[src/rtl/fifo_pkg.sv]
// Shared constants for the synchronous FIFO family: read-mode selectors,
// default almost-full/almost-empty thresholds and status-vector bit positions.
package fifo_pkg;

    localparam int FIFO_MODE_STD  = 0;
    localparam int FIFO_MODE_FWFT = 1;

    // Bit positions inside the packed o_status word read by existing consumers
    localparam int ST_EMPTY    = 0;
    localparam int ST_FULL     = 1;
    localparam int ST_AEMPTY   = 2;
    localparam int ST_AFULL    = 3;
    localparam int ST_OVERRUN  = 4;
    localparam int ST_UNDERRUN = 5;
    localparam int ST_VALID    = 6;
    localparam int ST_WIDTH    = 7;

    function automatic int default_af_thresh(input int addr_width);
        int depth;
        depth = 1 << addr_width;
        return (depth > 4) ? depth - 4 : depth;
    endfunction

    function automatic int default_ae_thresh(input int addr_width);
        int depth;
        depth = 1 << addr_width;
        return (depth > 16) ? 4 : depth / 4;
    endfunction

endpackage

[src/rtl/fifo_ram_sdp.sv]
// Simple dual-port RAM: one write port, one registered read port with enable.
// Only the read register is reset; the array itself keeps its contents.
module fifo_ram_sdp #(
    parameter int DATA_WIDTH = 8,
    parameter int ADDR_WIDTH = 9
) (
    input  logic                  i_clk,
    input  logic                  i_rstn,
    input  logic                  i_we,
    input  logic [ADDR_WIDTH-1:0] i_waddr,
    input  logic [DATA_WIDTH-1:0] i_wdata,
    input  logic                  i_re,
    input  logic [ADDR_WIDTH-1:0] i_raddr,
    output logic [DATA_WIDTH-1:0] o_rdata
);

    logic [DATA_WIDTH-1:0] mem_q [0:(1<<ADDR_WIDTH)-1];

    always_ff @(posedge i_clk) begin
        if (i_we) begin
            mem_q[i_waddr] <= i_wdata;
        end
    end

    // Read-before-write: a same-address read returns the old word
    always_ff @(posedge i_clk) begin
        if (!i_rstn) begin
            o_rdata <= '0;
        end else if (i_re) begin
            o_rdata <= mem_q[i_raddr];
        end
    end

endmodule

[src/rtl/fifo_sync_ext.sv]
// Single-clock FIFO with standard or first-word-fall-through read, full-depth
// occupancy, registered almost flags and sticky overrun/underrun reporting.
module fifo_sync_ext
    import fifo_pkg::*;
#(
    parameter int DATA_WIDTH = 8,
    parameter int ADDR_WIDTH = 9,
    parameter int FWFT       = FIFO_MODE_STD,
    parameter int AF_THRESH  = default_af_thresh(ADDR_WIDTH),
    parameter int AE_THRESH  = default_ae_thresh(ADDR_WIDTH)
) (
    input  logic                  i_clk,
    input  logic                  i_rstn,
    input  logic                  i_wr,
    input  logic [DATA_WIDTH-1:0] i_data,
    input  logic                  i_rd,
    input  logic                  i_err_clr,
    output logic [DATA_WIDTH-1:0] o_data,
    output logic                  o_valid,
    output logic [ADDR_WIDTH:0]   o_fill,
    output logic                  o_full,
    output logic                  o_empty,
    output logic                  o_almost_full,
    output logic                  o_almost_empty,
    output logic                  o_overrun,
    output logic                  o_underrun
);

    localparam logic [ADDR_WIDTH:0]   DEPTH_L = (ADDR_WIDTH+1)'(1 << ADDR_WIDTH);
    localparam logic [ADDR_WIDTH:0]   AF_L    = (ADDR_WIDTH+1)'(AF_THRESH);
    localparam logic [ADDR_WIDTH:0]   AE_L    = (ADDR_WIDTH+1)'(AE_THRESH);
    localparam logic [ADDR_WIDTH:0]   ONE_F   = (ADDR_WIDTH+1)'(1);
    localparam logic [ADDR_WIDTH-1:0] ONE_P   = ADDR_WIDTH'(1);

    logic [ADDR_WIDTH-1:0] wptr_q, rptr_q;
    logic [ADDR_WIDTH:0]   fill_q, fill_d, ram_cnt;
    logic                  valid_q, valid_d, empty_q, empty_d;
    logic                  full_q, af_q, ae_q, ovr_q, unr_q;
    logic                  rd_ok, wr_ok, ram_re;

    always_comb begin
        rd_ok   = i_rd && !empty_q;
        wr_ok   = i_wr && (!full_q || rd_ok);
        fill_d  = fill_q;
        if (wr_ok && !rd_ok) begin
            fill_d = fill_q + ONE_F;
        end else if (rd_ok && !wr_ok) begin
            fill_d = fill_q - ONE_F;
        end
        // In FWFT mode the word parked in the output register is part of fill
        ram_cnt = valid_q ? fill_q - ONE_F : fill_q;
        if (FWFT == FIFO_MODE_FWFT) begin
            ram_re  = (ram_cnt != '0) && (!valid_q || rd_ok);
            valid_d = ram_re || (valid_q && !rd_ok);
            empty_d = !valid_d;
        end else begin
            ram_re  = rd_ok;
            valid_d = rd_ok;
            empty_d = (fill_d == '0);
        end
    end

    always_ff @(posedge i_clk) begin
        if (!i_rstn) begin
            wptr_q  <= '0;
            rptr_q  <= '0;
            fill_q  <= '0;
            valid_q <= 1'b0;
            empty_q <= 1'b1;
            full_q  <= 1'b0;
            af_q    <= 1'b0;
            ae_q    <= 1'b1;
            ovr_q   <= 1'b0;
            unr_q   <= 1'b0;
        end else begin
            if (wr_ok) begin
                wptr_q <= wptr_q + ONE_P;
            end
            if (ram_re) begin
                rptr_q <= rptr_q + ONE_P;
            end
            fill_q  <= fill_d;
            valid_q <= valid_d;
            empty_q <= empty_d;
            full_q  <= (fill_d == DEPTH_L);
            af_q    <= (fill_d >= AF_L);
            ae_q    <= (fill_d <= AE_L);
            // A new error in the same cycle as the clear keeps the flag set
            ovr_q   <= (i_wr && !wr_ok) || (ovr_q && !i_err_clr);
            unr_q   <= (i_rd && !rd_ok) || (unr_q && !i_err_clr);
        end
    end

    fifo_ram_sdp #(
        .DATA_WIDTH (DATA_WIDTH),
        .ADDR_WIDTH (ADDR_WIDTH)
    ) u_ram (
        .i_clk   (i_clk),
        .i_rstn  (i_rstn),
        .i_we    (wr_ok && i_rstn),
        .i_waddr (wptr_q),
        .i_wdata (i_data),
        .i_re    (ram_re && i_rstn),
        .i_raddr (rptr_q),
        .o_rdata (o_data)
    );

    assign o_valid        = valid_q;
    assign o_fill         = fill_q;
    assign o_full         = full_q;
    assign o_empty        = empty_q;
    assign o_almost_full  = af_q;
    assign o_almost_empty = ae_q;
    assign o_overrun      = ovr_q;
    assign o_underrun     = unr_q;

endmodule

[config.mk]
export PLATFORM = sky130hd
export DESIGN_NAME = fifo_sync_ext
export DESIGN_NICKNAME = d
export VERILOG_FILES = /design/src/rtl/fifo_pkg.sv /design/src/rtl/fifo_ram_sdp.sv /design/src/rtl/fifo_sync_ext.sv
export SDC_FILE = /design/constraint.sdc
export NUM_CORES = 2
export LEC_CHECK = 0
export CELL_PAD_IN_SITES_DETAIL_PLACEMENT = 1
export CELL_PAD_IN_SITES_GLOBAL_PLACEMENT = 2
export CORE_MARGIN = 2
export CORE_UTILIZATION = 45
export CTS_CLUSTER_DIAMETER = 150
export DETAILED_ROUTE_END_ITERATION = 8
export HOLD_SLACK_MARGIN = 0.12
export MAX_ROUTING_LAYER = met4
export PLACE_DENSITY = 0.79
export SYNTH_ARGS = -nofsm -noshare
export SYNTH_HDL_FRONTEND = slang
export SYNTH_SLANG_ARGS = --single-unit
[constraint.sdc]
create_clock -name i_clk -period 3.1 [get_ports i_clk]
set_input_delay 0.62 -clock i_clk [delete_from_list [all_inputs] [get_ports i_clk]]
set_output_delay 0.62 -clock i_clk [all_outputs]
set_load 0.02 [all_outputs]
# Word-level counts from Yosys, hierarchy flattened
# Memory sizes are Yosys's and may differ from the RTL's. A register that Yosys moved wholly into a read port is not among the register bits.
# Cells that the tools add are included.
# op_classes
add_sub_neg	4
mux	4
eq_ne	1
magnitude_cmp	2
reduce_logical	20
# ops
cell	count
$mux 10	2
$add 9x1->9 const B	2
$add 10x1->10 const B	1
$eq 10x10->1 const B	1
$ge 10x9->1 const B	1
$le 10x3->1 const B	1
$logic_and 1x1->1	10
$logic_not 10->1	1
$sub 10x1->10 const B	1
$logic_not 1->1	6
$logic_or 1x1->1	3
$mux 1	2
# word_totals
mem_bits_rw	4096
regBits	35
input_bits	13
mem_count	1
word_cells	42
# mem_list
name	words	width	rd	rd_clocked_by_memory_dff	write_ports	line_no	rtl
u_ram.mem_q	512	8	1	1	1	fifo_ram_sdp.sv:17	logic [DATA_WIDTH-1:0] mem_q [0:(1<<ADDR_WIDTH)-1];

# Logic depth before layout (Yosys ltp)
# logic_depth
word_depth	9
ltp_mapped	13

# Hierarchy
# A second synthesis with hierarchy kept.
# hier_totals
cells_unflattened	7590
hier_area_um2	161706.3
# modules_own_cells
module	area_each_um2	cells_per_inst	n_inst
fifo_ram_sdp	159945.9	7392	1
fifo_sync_ext	1760.4	198	1

# Least setup slack after synthesis
# No wires, ideal clock.
# synth_timing
path_kind	input-to-reg
from	input i_wr
to	memory u_ram.mem_q[303][0], enable pin
t_arrival_ps	2537
stages	7
setup_ps	371
required_ps	2729
path_slack_ps	192
path_cell_list	clkbuf_1 > a21boi_1 > and2_1 > clkbuf_1 > nand3_1 > clkbuf_1 > nor2_1
# synth_between
elab_chain_cells	4
# synth_rtl
item	line_no	rtl
from (decl)	fifo_sync_ext.sv:14	input logic i_wr,
$logic_and 1x1->1	fifo_sync_ext.sv:43	wr_ok = i_wr && (!full_q || rd_ok);
$logic_and 1x1->1	fifo_sync_ext.sv:100	.i_we (wr_ok && i_rstn),
$mux 1	fifo_ram_sdp.sv:20	if (i_we) begin
$mux 1 (not written as such)	fifo_ram_sdp.sv:21	mem_q[i_waddr] <= i_wdata;
to (decl)	fifo_ram_sdp.sv:17	
# Every way passes these cells.

==> key figures <==
Run status
  • Run status: finished with violations
  • Failing checks: negative setup slack

CTS
  • CTS clk-pin slew, worst paths: approximately 0.060 ns
  • TritonCTS buffer count: roughly 420
  • CTS sink cnt: ~4,100
  • Clk_lat worst skew: approximately 1.0 ns
  • CTS Root Cell: clkbuf_16
  • Max Root-Sink Buffers: 4
  • TritonCTS clock tree: yes
  • CTS H-tree depth: 5

GRT
  • Initial antenna violation count: 29
  • GRT Total Usage: between 30% and 40%
  • Vias in the first global route: between 90,000 and 100k
  • Largest net degree at the start of global routing: just under 90
  • Total grt overflow: 0
  • First-pass GRT wire length: roughly 760,000 um

Route
  • 1st-iter DRT viols: approximately 15,000
  • TritonRoute pass-1 iters: 6
  • Post-route ant nets: 0
  • Via count: 92,400
  • Number of remaining DRC errors: 0
  • Via density: approximately 6.4
  • Wirelength per Cell: ~38 um
  • Post-Route WL: roughly 550,000 um

Place
  • Placer's final routability congestion estimate: about 0.92
  • Placed Cells incl. Taps: 13,530
  • Post-DP HPWL: 347,600 um
  • # port buffers: 37
  • Post-placement cell area: between 0.15 and 0.2 sq mm

Layout
  • Post-layout net count: 9,357
  • Design Area, Final: slightly below 0.2 sq mm
  • Non-Filler Instances: around 14,000
  • Area growth syn-to-layout: 22.22%
  • Share of layout cells above drive strength 1: 36.61%
  • Layout fillers: 31,000
  • Core Util, Final: between 50 and 60%

Timing
  • Fmax: between 200 and 300 MHz
  • Final setup fails: 8
  • Post-Route Skew: about 0.05 ns
  • Worst slew margin: about 15%
  • Fin Setup TNS: -1.837 ns
  • Min setup slack post-route: -0.3034 ns
  • RSZ-0062 raised after global routing: yes
  • Tightest Pin Transition: 1.271 ns
  • Final min period: ~3.4 ns
  • Final Max Slew Viols: 0
  • Hold Violations, Final: 0
  • Period Utilization, post-route: 109.8%

Logic synthesis
  • Avg Synthesized Cell Area: approximately 21 sq um
  • Asr flop ratio synth: 0%
  • Top cells by area, synth: edfxtp_1 76%, mux4_2 13%, mux2i_1 2.1%, nor2_1 1.3%, a22oi_1 0.56%
  • Xor and xnor area share after synthesis: less than 1%
  • Post-synth EDFFs: slightly above 4,000
  • Mapped cell area: 0.1609 sq mm
  • Post-synth top area cell: edfxtp_1
  • Area share of the largest cell type after synthesis: ~76%
  • Main combinational cell family by area after synthesis: multiplexers
  • Post-Synth Simple-Gate Area: under 10%
  • Sequential area share after synthesis: about three quarters
  • Synth warn: 0
  • Post-Synth Adder-Cell Area: 0.05444%
  • Top FF cell, synth: edfxtp_1
  • Synth Area in Compound Gates: between 2 and 3%
  • Mapped Cells: approximately 7,600
  • Net Count, Synth: 7,648
  • Mux share of post-synthesis cell area: ~16%
  • Unique cell type count in the Yosys netlist: between 80 and 90
  • #FFs+latches synth: between 4,000 and 5,000

Floorplanning
  • Die H: 601.9 um
  • Die ar.: roughly 0.36 sq mm
  • FP Rows: between 200 and 250
  • Initial Utilization: between 40 and 50%
  • I/O pin cnt: 38
  • Horiz. Die Dim: about 600 um
  • Total core area: 0.3559 sq mm

Power
  • Worst vdd ir: ~470 uV
  • Power Density: just over 600 mW/mm^2
  • Power Total: 120.5 mW
  • Leakage Power: around 63 nW

Critical path
  • Worst Setup Path Type: reg2reg
  • Critical path cell sequence: buf_12, buf_16, buf_4, buf_12, mux4_2, mux4_2, a22oi_2, buf_4, a311oi_1, o311a_1
  • CP Capture Type: flop
  • Worst reg2reg path depth: 10
  • Worst Path Max Fanout: 11
  • WP data required: about 4 ns
  • Critical Path AT: 4.29 ns
  • Worst setup SP type: flop
  • Max incr delay on CP: 0.55 ns
  • Worst path slowest cell: mux4_2

Min path
  • Hold crit path type: in2reg
  • Hold Path Depth: 1

Run
  • Max cap viols: 0
-- final timing paths --
path / start / slack, ns / end
setup / recovery: rptr_q[0] / -0.30 / u_ram.o_rdata[7]
hold / removal: i_data[2] / 0.16 / u_ram.mem_q[184][2]
setup reg to reg: rptr_q[0] / -0.30 / u_ram.o_rdata[7]
hold reg to reg: o_overrun / 0.53 / o_overrun
-- layout by cell type, fill, tap and decap left out, types with 37 or more instances in the layout --
cell type	netlist	layout
clkbuf_1	173	94
o21ai_0	75	53
bufinv_16	0	37
buf_6	36	47
nor2_1	575	562
clkinv_1	2	89
mux4_2	961	962
nand2_1	193	177
clkinv_2	0	74
clkbuf_16	0	428
a21oi_1	87	73
mux2i_1	332	307
a22oi_1	119	89
buf_4	59	1378
o22ai_1	88	79
nand3_1	91	76
edfxtp_1	4096	4096
buf_12	3	236
-- routing by layer --
| layer | wire length (um) | vias to the layer above | part of all wire, % | global-route usage, % |
|---|---|---|---|---|
| met4 | 31940 | 0 | 5.8 | 15.39 |
| met2 | 260300 | 6467 | 47 | 47.24 |
| met5 | 0 | - | 0 | - |
| met3 | 60050 | 1389 | 11 | 6.806 |
| li1 | - | 35310 | - | - |
| met1 | 197100 | 49230 | 36 | 38.95 |
-- metrics by stage --
| stage | setup WS [ns] | hold slack [ns] |
|---|---|---|
| after global routing | -0.3522 | 0.1455 |
| after detailed placement | -1.168 | 0.5196 |
| after global placement | -1.278 | 0.4991 |
| after floorplan | 0.1919 | 0.5629 |
| final | -0.3034 | 0.1563 |
| after CTS | -0.2370 | 0.1226 |
-- Yosys cell counts, types with 7 or more instances --
cell type	number
o211ai_1	21
nor2_1	575
mux2_2	14
buf_4	59
mux4_2	961
o21ai_0	75
a2111oi_0	14
a32oi_1	8
and3_1	11
o311a_1	7
inv_1	12
mux2i_1	332
a22o_1	18
ha_1	7
a31oi_1	21
buf_2	139
nand3_1	91
a311oi_1	8
nor2b_1	20
dfxtp_1	43
and2_1	33
xnor2_1	16
nand2_1	193
nor4_1	12
a211o_1	8
or2_2	9
nor3_1	33
buf_8	8
nand4_1	11
clkbuf_1	173
buf_6	36
buf_1	41
a221oi_1	45
o22ai_1	88
edfxtp_1	4096
nand2b_1	16
o221ai_1	23
a22oi_1	119
a21oi_1	87
a211oi_1	31
or3_1	10
-- power by group --
part	switching [mW]	total (mW)	internal [mW]
combinational	4.41	8.19	3.79
sequential	0.0826	61.6	61.5
clock	22.2	50.7	28.5
total	26.7	120	93.8
-- final cells by class --
class	count	area, sq um	area share [%]
sequential	4139	123900	63.00
multi-input combinational	3013	35980	18.30
antenna	25	62.56	0.03182
tap	4751	5944	3.023
clock buffer	527	11090	5.638
inverter	15	71.32	0.03627
clock inverter	245	2404	1.222
timing repair buffer	1750	17200	8.746
-- repair_timing --
item                                    in CTS  in global routing
hold endpoints to repair                    34                  0
pin swaps                                   53                 53
hold buffers                                 3                  0
resized for setup                          299                138
cloned                                      15                  4
endpoints found under the setup margin       9                 10
buffers inserted                            72                 56
-- kinds of logic (layout without fill, tap and decap cells) --
family | count (synthesis) | in the layout
AOI/OAI and AO/OA | 629 | 629
xor gates and xnor gates | 20 | 20
adders and majority gates | 7 | 7
buffers and inverters | 476 | 2537
DFF | 4139 | 4139
muxes | 1311 | 1311
other | 0 | 25
and+or+nand+nor | 1046 | 1046
-- state kept, by name, indices dropped and copies added, names as in the netlist --
name            flops
o_almost_full       1
o_overrun           1
o_full              1
rptr_q              9
u_ram.o_rdata       8
o_underrun          1
o_empty             1
wptr_q              9
o_fill             10
o_almost_empty      1
u_ram.mem_q      4096
o_valid             1
-- critical path, delay by kind of cell, from the launching register on --
family / cells / cell delay, ns
compound gates: 3 / 0.89
buf+inv: 5 / 0.85
flops: 1 / 0.41
mux: 2 / 1.09
Power figures use the tool's default switching activity.
